$ cat src/rtl/vend_dispense_ctrl.sv
// Actuator controller behind the coin vending FSM: queues dispense/change pulses,
// drives motor and ejector, confirms via sensors. Optional stats counters: VEND_STATS_EN.
module vend_dispense_ctrl #(
    parameter int MOTOR_TO = 1000,
    parameter int EJECT_W  = 4,
    parameter int COIN_TO  = 200,
    parameter int CNT_W    = 2
) (
    input  logic             clk,
    input  logic             rst,
    input  logic             vend_req,
    input  logic             change_req,
    input  logic             drop_sense,
    input  logic             coin_sense,
    input  logic             fault_clr,
    output logic             motor_on,
    output logic             eject,
    output logic             busy,
    output logic             vend_done,
    output logic             change_done,
    output logic             fault,
    output logic             ovf,
`ifdef VEND_STATS_EN
    output logic [15:0]      vend_cnt,
    output logic [15:0]      change_cnt,
`endif
    output logic [CNT_W-1:0] vend_pend,
    output logic [CNT_W-1:0] change_pend
);

    typedef enum logic [2:0] {
        ST_IDLE,
        ST_VEND,
        ST_EJECT,
        ST_EJECT_WAIT,
        ST_FAULT
    } state_t;

    // One shared timer serves whichever phase is active.
    localparam int TMR_LIM = (MOTOR_TO > COIN_TO)
                           ? ((MOTOR_TO > EJECT_W) ? MOTOR_TO : EJECT_W)
                           : ((COIN_TO  > EJECT_W) ? COIN_TO  : EJECT_W);
    localparam int TMR_W = (TMR_LIM < 2) ? 1 : $clog2(TMR_LIM);
    localparam logic [CNT_W-1:0] CNT_FULL = '1;

    state_t           state;
    logic [TMR_W-1:0] timer;
    logic             coin_seen;
    logic             vend_take;
    logic             change_take;
    logic             vend_lost;
    logic             change_lost;

    always_comb begin
        vend_take   = (state == ST_IDLE) && (vend_pend != '0);
        change_take = (state == ST_IDLE) && (vend_pend == '0) && (change_pend != '0);
        vend_lost   = vend_req   && !vend_take   && (vend_pend   == CNT_FULL);
        change_lost = change_req && !change_take && (change_pend == CNT_FULL);
    end

    assign motor_on = (state == ST_VEND);
    assign eject    = (state == ST_EJECT);
    assign busy     = (state != ST_IDLE);
    assign fault    = (state == ST_FAULT);

    // NOTE: reset is synchronous, so rst stays out of the sensitivity list.
    always_ff @(posedge clk) begin
        if (!rst) begin
            state       <= ST_IDLE;
            timer       <= '0;
            coin_seen   <= 1'b0;
            vend_pend   <= '0;
            change_pend <= '0;
            vend_done   <= 1'b0;
            change_done <= 1'b0;
            ovf         <= 1'b0;
        end else begin
            vend_done   <= 1'b0;
            change_done <= 1'b0;

            if (vend_req && !vend_take && !vend_lost)
                vend_pend <= vend_pend + CNT_W'(1);
            else if (!vend_req && vend_take)
                vend_pend <= vend_pend - CNT_W'(1);

            if (change_req && !change_take && !change_lost)
                change_pend <= change_pend + CNT_W'(1);
            else if (!change_req && change_take)
                change_pend <= change_pend - CNT_W'(1);

            // A request lost in the same cycle as fault_clr keeps ovf set.
            ovf <= (ovf && !fault_clr) || vend_lost || change_lost;

            case (state)
                ST_IDLE: begin
                    if (vend_take) begin
                        state <= ST_VEND;
                        timer <= '0;
                    end else if (change_take) begin
                        state     <= ST_EJECT;
                        timer     <= '0;
                        coin_seen <= 1'b0;
                    end
                end
                ST_VEND: begin
                    if (drop_sense) begin
                        state     <= ST_IDLE;
                        vend_done <= 1'b1;
                    end else if (timer == TMR_W'(MOTOR_TO - 1)) begin
                        state <= ST_FAULT;
                    end else begin
                        timer <= timer + TMR_W'(1);
                    end
                end
                ST_EJECT: begin
                    if (coin_sense)
                        coin_seen <= 1'b1;
                    if (timer == TMR_W'(EJECT_W - 1)) begin
                        state <= ST_EJECT_WAIT;
                        timer <= '0;
                    end else begin
                        timer <= timer + TMR_W'(1);
                    end
                end
                ST_EJECT_WAIT: begin
                    if (coin_seen || coin_sense) begin
                        state       <= ST_IDLE;
                        change_done <= 1'b1;
                        coin_seen   <= 1'b0;
                    end else if (timer == TMR_W'(COIN_TO - 1)) begin
                        state <= ST_FAULT;
                    end else begin
                        timer <= timer + TMR_W'(1);
                    end
                end
                ST_FAULT: begin
                    if (fault_clr)
                        state <= ST_IDLE;
                end
                default: state <= ST_IDLE;
            endcase
        end
    end

`ifdef VEND_STATS_EN
    always_ff @(posedge clk) begin
        if (!rst) begin
            vend_cnt   <= '0;
            change_cnt <= '0;
        end else begin
            vend_cnt   <= vend_cnt   + 16'(vend_done);
            change_cnt <= change_cnt + 16'(change_done);
        end
    end
`endif

endmodule

$ cat config.mk
export PLATFORM = sky130hd
export DESIGN_NAME = vend_dispense_ctrl
export DESIGN_NICKNAME = d
export VERILOG_FILES = /design/src/rtl/vend_dispense_ctrl.sv
export SDC_FILE = /design/constraint.sdc
export NUM_CORES = 1
export LEC_CHECK = 0
export CORE_UTILIZATION = 45
export DETAILED_ROUTE_END_ITERATION = 10
export HOLD_SLACK_MARGIN = 0.15
export MAX_ROUTING_LAYER = met4
export PLACE_DENSITY = 0.68
export SYNTH_ARGS = -nofsm -noshare
export SYNTH_HDL_FRONTEND = slang
export SYNTH_SLANG_ARGS = --single-unit
export TNS_END_PERCENT = 5
$ cat constraint.sdc
create_clock -name clk -period 2 [get_ports clk]
set_input_delay 0.3 -clock clk [delete_from_list [all_inputs] [get_ports clk]]
set_output_delay 0.3 -clock clk [all_outputs]
set_load 0.02 [all_outputs]
# Word-level counts from Yosys, hierarchy flattened
# Index checks and enable logic that the tools add are counted.
[word_totals] regBits=21 inputBits=7 output_inout_bits=11
[classes] n_addsub=5 n_eq_ne=22 mux=28 n_reduce_logical=36
[op_table] op="2-to-1 mux 10 bit" n=7
[op_table] op="case mux 10 bit (4 select lines)" n=1
[op_table] op="2-to-1 mux 3 bit" n=8
[op_table] op="inequality test 2 bit, second input constant" n=9
[op_table] op="case mux 3 bit (5 select lines)" n=1
[op_table] op="logical AND 1 bit" n=12
[op_table] op="adder 10 x 1 -> 10 bit, second input constant" n=1
[op_table] op="== test 10 bit, second input constant" n=1
[op_table] op="== test 10 x 2 -> 1 bit, second input constant" n=1
[op_table] op="== test 10 x 8 -> 1 bit, second input constant" n=1
[op_table] op="AND reduction 5 bit" n=2
[op_table] op="2-to-1 mux 2 bit" n=4
[op_table] op="nonzero test 2 bit" n=4
[op_table] op="logical NOT 1 bit" n=7
[op_table] op="== test 3 x 2 -> 1 bit, second input constant" n=2
[op_table] op="2-to-1 mux 1 bit" n=6
[op_table] op="inequality test 3 bit, second input constant" n=2
[op_table] op="AND reduction 6 bit" n=1
[op_table] op="nonzero test 3 bit" n=2
[op_table] op="adder 2 x 1 -> 2 bit, second input constant" n=2
[op_table] op="== test 2 bit, second input constant" n=2
[op_table] op="AND reduction 2 bit" n=2
[op_table] op="nonzero test 4 bit" n=1
[op_table] op="subtractor 2 x 1 -> 2 bit, second input constant" n=2
[op_table] op="8 further kinds" n=10

# Logic depth before layout (Yosys ltp)
[depth] ltp_word=9 depth_mapped=7 depth_no_buf=6

# Least setup slack after synthesis
# OpenSTA, ideal clock, no wires.
[synth_timing] path_type="register to register" from="register timer[5]" to="register timer[0]" setup_time_ps=129 arrival_time_ps=1771 setup_slack_ps=100 stages_incl_launch_ff=8 path_buffers=2 synth_period_minus_slack_ps=1900 path_cell_list="dfxtp_1 -> buf_6 -> or4b_1 -> a2111o_1 -> and3_1 -> buf_6 -> mux2i_1 -> nor2_1"
[synth_via] elab_chain_cells=3
[synth_lines] item="start, declared" line_no="47" source="logic [TMR_W-1:0] timer;"
[synth_lines] item="start signal, assigned" line_no="112" source="timer <= timer + TMR_W'(1);"
[synth_lines] item="start signal, assigned" line_no="122" source="timer <= timer + TMR_W'(1);"
[synth_lines] item="start signal, assigned" line_no="133" source="timer <= timer + TMR_W'(1);"
[synth_lines] item="== test 10 x 8 -> 1 bit (tied with other cells)" line_no="130" source="end else if (timer == TMR_W'(COIN_TO - 1)) begin"
[synth_lines] item="inequality test 2 bit (no source line) / 2-to-1 mux 10 bit (equally long branches)"
[synth_lines] item="AND reduction 6 bit (no source line) / case mux 10 bit (4 select lines) (equally long branches)"
# Parallel ways exist; a longest one is shown, timed or not.
# A chain may end at the register's enable or synchronous reset.

# Worst setup path after layout
[layout_timing] from="register timer[9]" to="register timer[2]"
# The elaborated chain is that of the path after synthesis.

==> results_dict.tcl <==
set metrics [dict create \
    outcome "complete, no violations" \
    synth_xor_area_share_pct 1.994 \
    synth_top_family_by_area "simple AND/OR/NAND/NOR gates" \
    htreeDepth 1 \
    multi_input_area_um2 853.3 \
    fmax_mhz 512.6 \
    cts_made_buffers 3 \
    yosysWarnings 0 \
    grt-ovfl-total 0 \
    post-route-period-util_pct 97.54 \
    diodes 0 \
    holdCritPathClass "flop to flop" \
    worstPathRequired_ns 2.22 \
    worstMarginPinSlew_ns 0.3592 \
    yosys.area.top_type "dfxtp_1" \
    finalCriticalPeriod_ns 1.951 \
    dieArea_um2 3148 \
    synthSimpleGateAreaFrac_pct 32.76 \
    synthCells 167 \
    rows 19 \
    synth_nets 175 \
    p_total_uw 1923 \
    vias 1367 \
    synth-edff-count 0 \
    grt_pass1_wl_mm 5.651 \
    synth_flop_cell "dfxtp_1" \
    pwr_density_cell_nw_per_um2 1114 \
    slew_viol_final 0 \
    grt_setup_unrepaired "yes" \
    finClkSkew_ns 0.002516 \
    clkTransAtPathRegs_ns 0.12 \
    dieHeight_um 56.11 \
    grt_pass1_vias 1277 \
    synthAdderAreaFrac_pct 0.9497 \
    clockBufferDepth 2 \
    hold_path_startpoint "coin_seen$_SDFFE_PN0P_" \
    globalplace.congestion 0.8061 \
    pre_cts_ws_ns -0.1539 \
    drive_gt1_share_pct 23.76 \
    grt_use_total_pct 22.92 \
    slew_headroom_pct 76.03 \
    clk_latency_ns 0.32 \
    die_w_um 56.11 \
    globalRouteMet1Util_pct 27.71 \
    syn_area_um2 1318 \
    met3_usage_pct 2.791 \
    layoutNonFillerInstCount 233 \
    synth_commonest_cells "21 x dfxtp_1, 20 x nor2_1, 11 x nand2_1" \
    dp.cells 230 \
    drt_iter0_markers 31 \
    avgSynthCellArea_um2 7.889 \
    cts_hold_buf 0 \
    synthArstFlopShare_pct 0 \
    grtUsageMet2_pct 37.59 \
    drc 0 \
    clock_sinks 21 \
    synth_area_leaders "dfxtp_1 32%, nor2_1 5.7%, a32o_1 4.6%" \
    viasPerCell 5.867 \
    synthDistinctLibCells 43 \
    fill_cells 262 \
    avgRoutedWirePerCell_um 14.30 \
    nets 211 \
    p_leak_uw 0.0006966 \
    ys_ff_latch 21 \
    setup_viol 0 \
    ir_drop_mv 0.9296 \
    yosysTopAreaCellShare_pct 31.91 \
    hpwl_mm 2.495 \
    synth-compound-area-share_pct 24.69 \
    endpoint_kind "flop" \
    cts_setup_buffers 0 \
    yosysSeqAreaShare_pct 31.91 \
    cts_tree "yes" \
    crit_fanout 5 \
    synth_mux_area_share_pct 1.519 \
    area_delta_synth_final_pct 31.05 \
    drtAntennaViolNets 0 \
    timing.final.ws_setup_ns 0.04921 \
    crit_arrival_ns 2.17 \
    start_util_pct 47.78 \
    worst_setup_path_start_kind "flop" \
    path_class "flop to flop" \
    firstDrtPassIters 4 \
    startpoint "timer[9]$_SDFFE_PN0P_" \
    wl_mm 3.333 \
    port_buffers 17 \
    grt_max_degree 15 \
    coreArea_um2 2758 \
    hold_viol_final 0 \
    grt_busiest_layer "met2" \
    rr_startpoint "timer[9]$_SDFFE_PN0P_" \
    pin_count 18 \
    antenna_found_initial 0 \
    drv_cap 0 \
    regArea_um2 424.2 \
    synth_most_common_cell "dfxtp_1" \
    cts-root-buf "clkbuf_4" \
]
## routing by layer
layer,routed length (um),vias up
met4,99,0
met1,1588,633
met3,92,12
met5,0,-
li1,-,695
met2,1552,27
## power by group
part | internal [uW] | switching [uW] | total (uW)
clock network | 75.0 | 142 | 217
logic | 560 | 624 | 1180
registers | 474 | 47.8 | 522
## cells by family (layout without fill, tap and decap cells)
| family | Yosys count | in the layout |
|---|---|---|
| mux | 2 | 2 |
| buf+inv | 17 | 52 |
| xor+xnor | 3 | 3 |
| simple gates | 80 | 80 |
| flops | 21 | 21 |
| compound gates | 43 | 43 |
| fa+ha+maj | 1 | 1 |
## area by class of cell
class / count / area share, %
clock buffers: 3 / 1.304
clock inverters: 1 / 0.2899
inverters: 7 / 1.522
multi-input cells: 129 / 49.42
flip-flops and latches: 21 / 24.57
well taps: 31 / 2.246
repair buffers: 41 / 20.65
## cells in the final DEF, fill, tap and decap left out, types with 3 or more instances in the layout
cell / netlist / routed
buf_4: 0 / 21
nor2_1: 20 / 19
dfxtp_1: 21 / 18
clkdlybuf4s50_1: 0 / 13
nand2_1: 11 / 11
inv_1: 7 / 7
nor3_1: 8 / 7
o21ai_0: 8 / 7
nor3b_1: 6 / 6
a21oi_1: 7 / 6
nand3_1: 7 / 6
a32o_1: 6 / 6
o21ai_2: 5 / 5
and2_1: 4 / 4
and3_1: 5 / 4
dlygate4sd2_1: 0 / 4
or3_1: 3 / 3
nand4b_1: 3 / 3
o21a_1: 3 / 3
nor4_1: 3 / 3
xor2_1: 3 / 3
clkbuf_4: 0 / 3
buf_6: 2 / 3
dfxtp_2: 0 / 3
## worst paths after layout
| path | endpoint | slack, ns | depth (start not counted) |
|---|---|---|---|
| worst max-delay path | timer[2]$_SDFFE_PN0P_ | 0.05 | 7 |
| worst min-delay path | coin_seen$_SDFFE_PN0P_ | 0.54 | 2 |
| worst max register to register | timer[2]$_SDFFE_PN0P_ | 0.05 | 7 |
| worst min register to register | coin_seen$_SDFFE_PN0P_ | 0.54 | 2 |
## flip-flops by register name, summed over array words and instances (netlist names)
signal / count
state: 3
change_done: 1
ovf: 1
timer: 10
coin_seen: 1
vend_done: 1
vend_pend: 2
change_pend: 2
## critical path: stages (launching register included)
cell and delay (ns):
dfxtp_2 0.34, or4b_1 0.51, a2111o_1 0.44, and3_4 0.20
buf_6 0.13, buf_6 0.11, o2111ai_2 0.04, o21ai_1 0.09
## stage by stage
stage	util [%]	hold WS [ns]	area [um^2]	setup TNS [ns]
4_1_cts	61.12	0.5400	1685	-0.0009204
3_3_place_gp	60.16	0.4926	1659	-1.036
5_1_grt	62.61	0.5638	1727	-0.03696
2_1_floorplan	-	0.4628	1318	0
6_report	62.61	0.5403	1727	0
3_5_place_dp	60.16	0.5190	1659	-1.099
## repair_timing
item                       CTS  global route
pin swaps                    0             3
setup endpoints to repair    6             9
resized for setup            5            14
hold endpoints to repair     0             0
(Power assumes the default switching activity.)
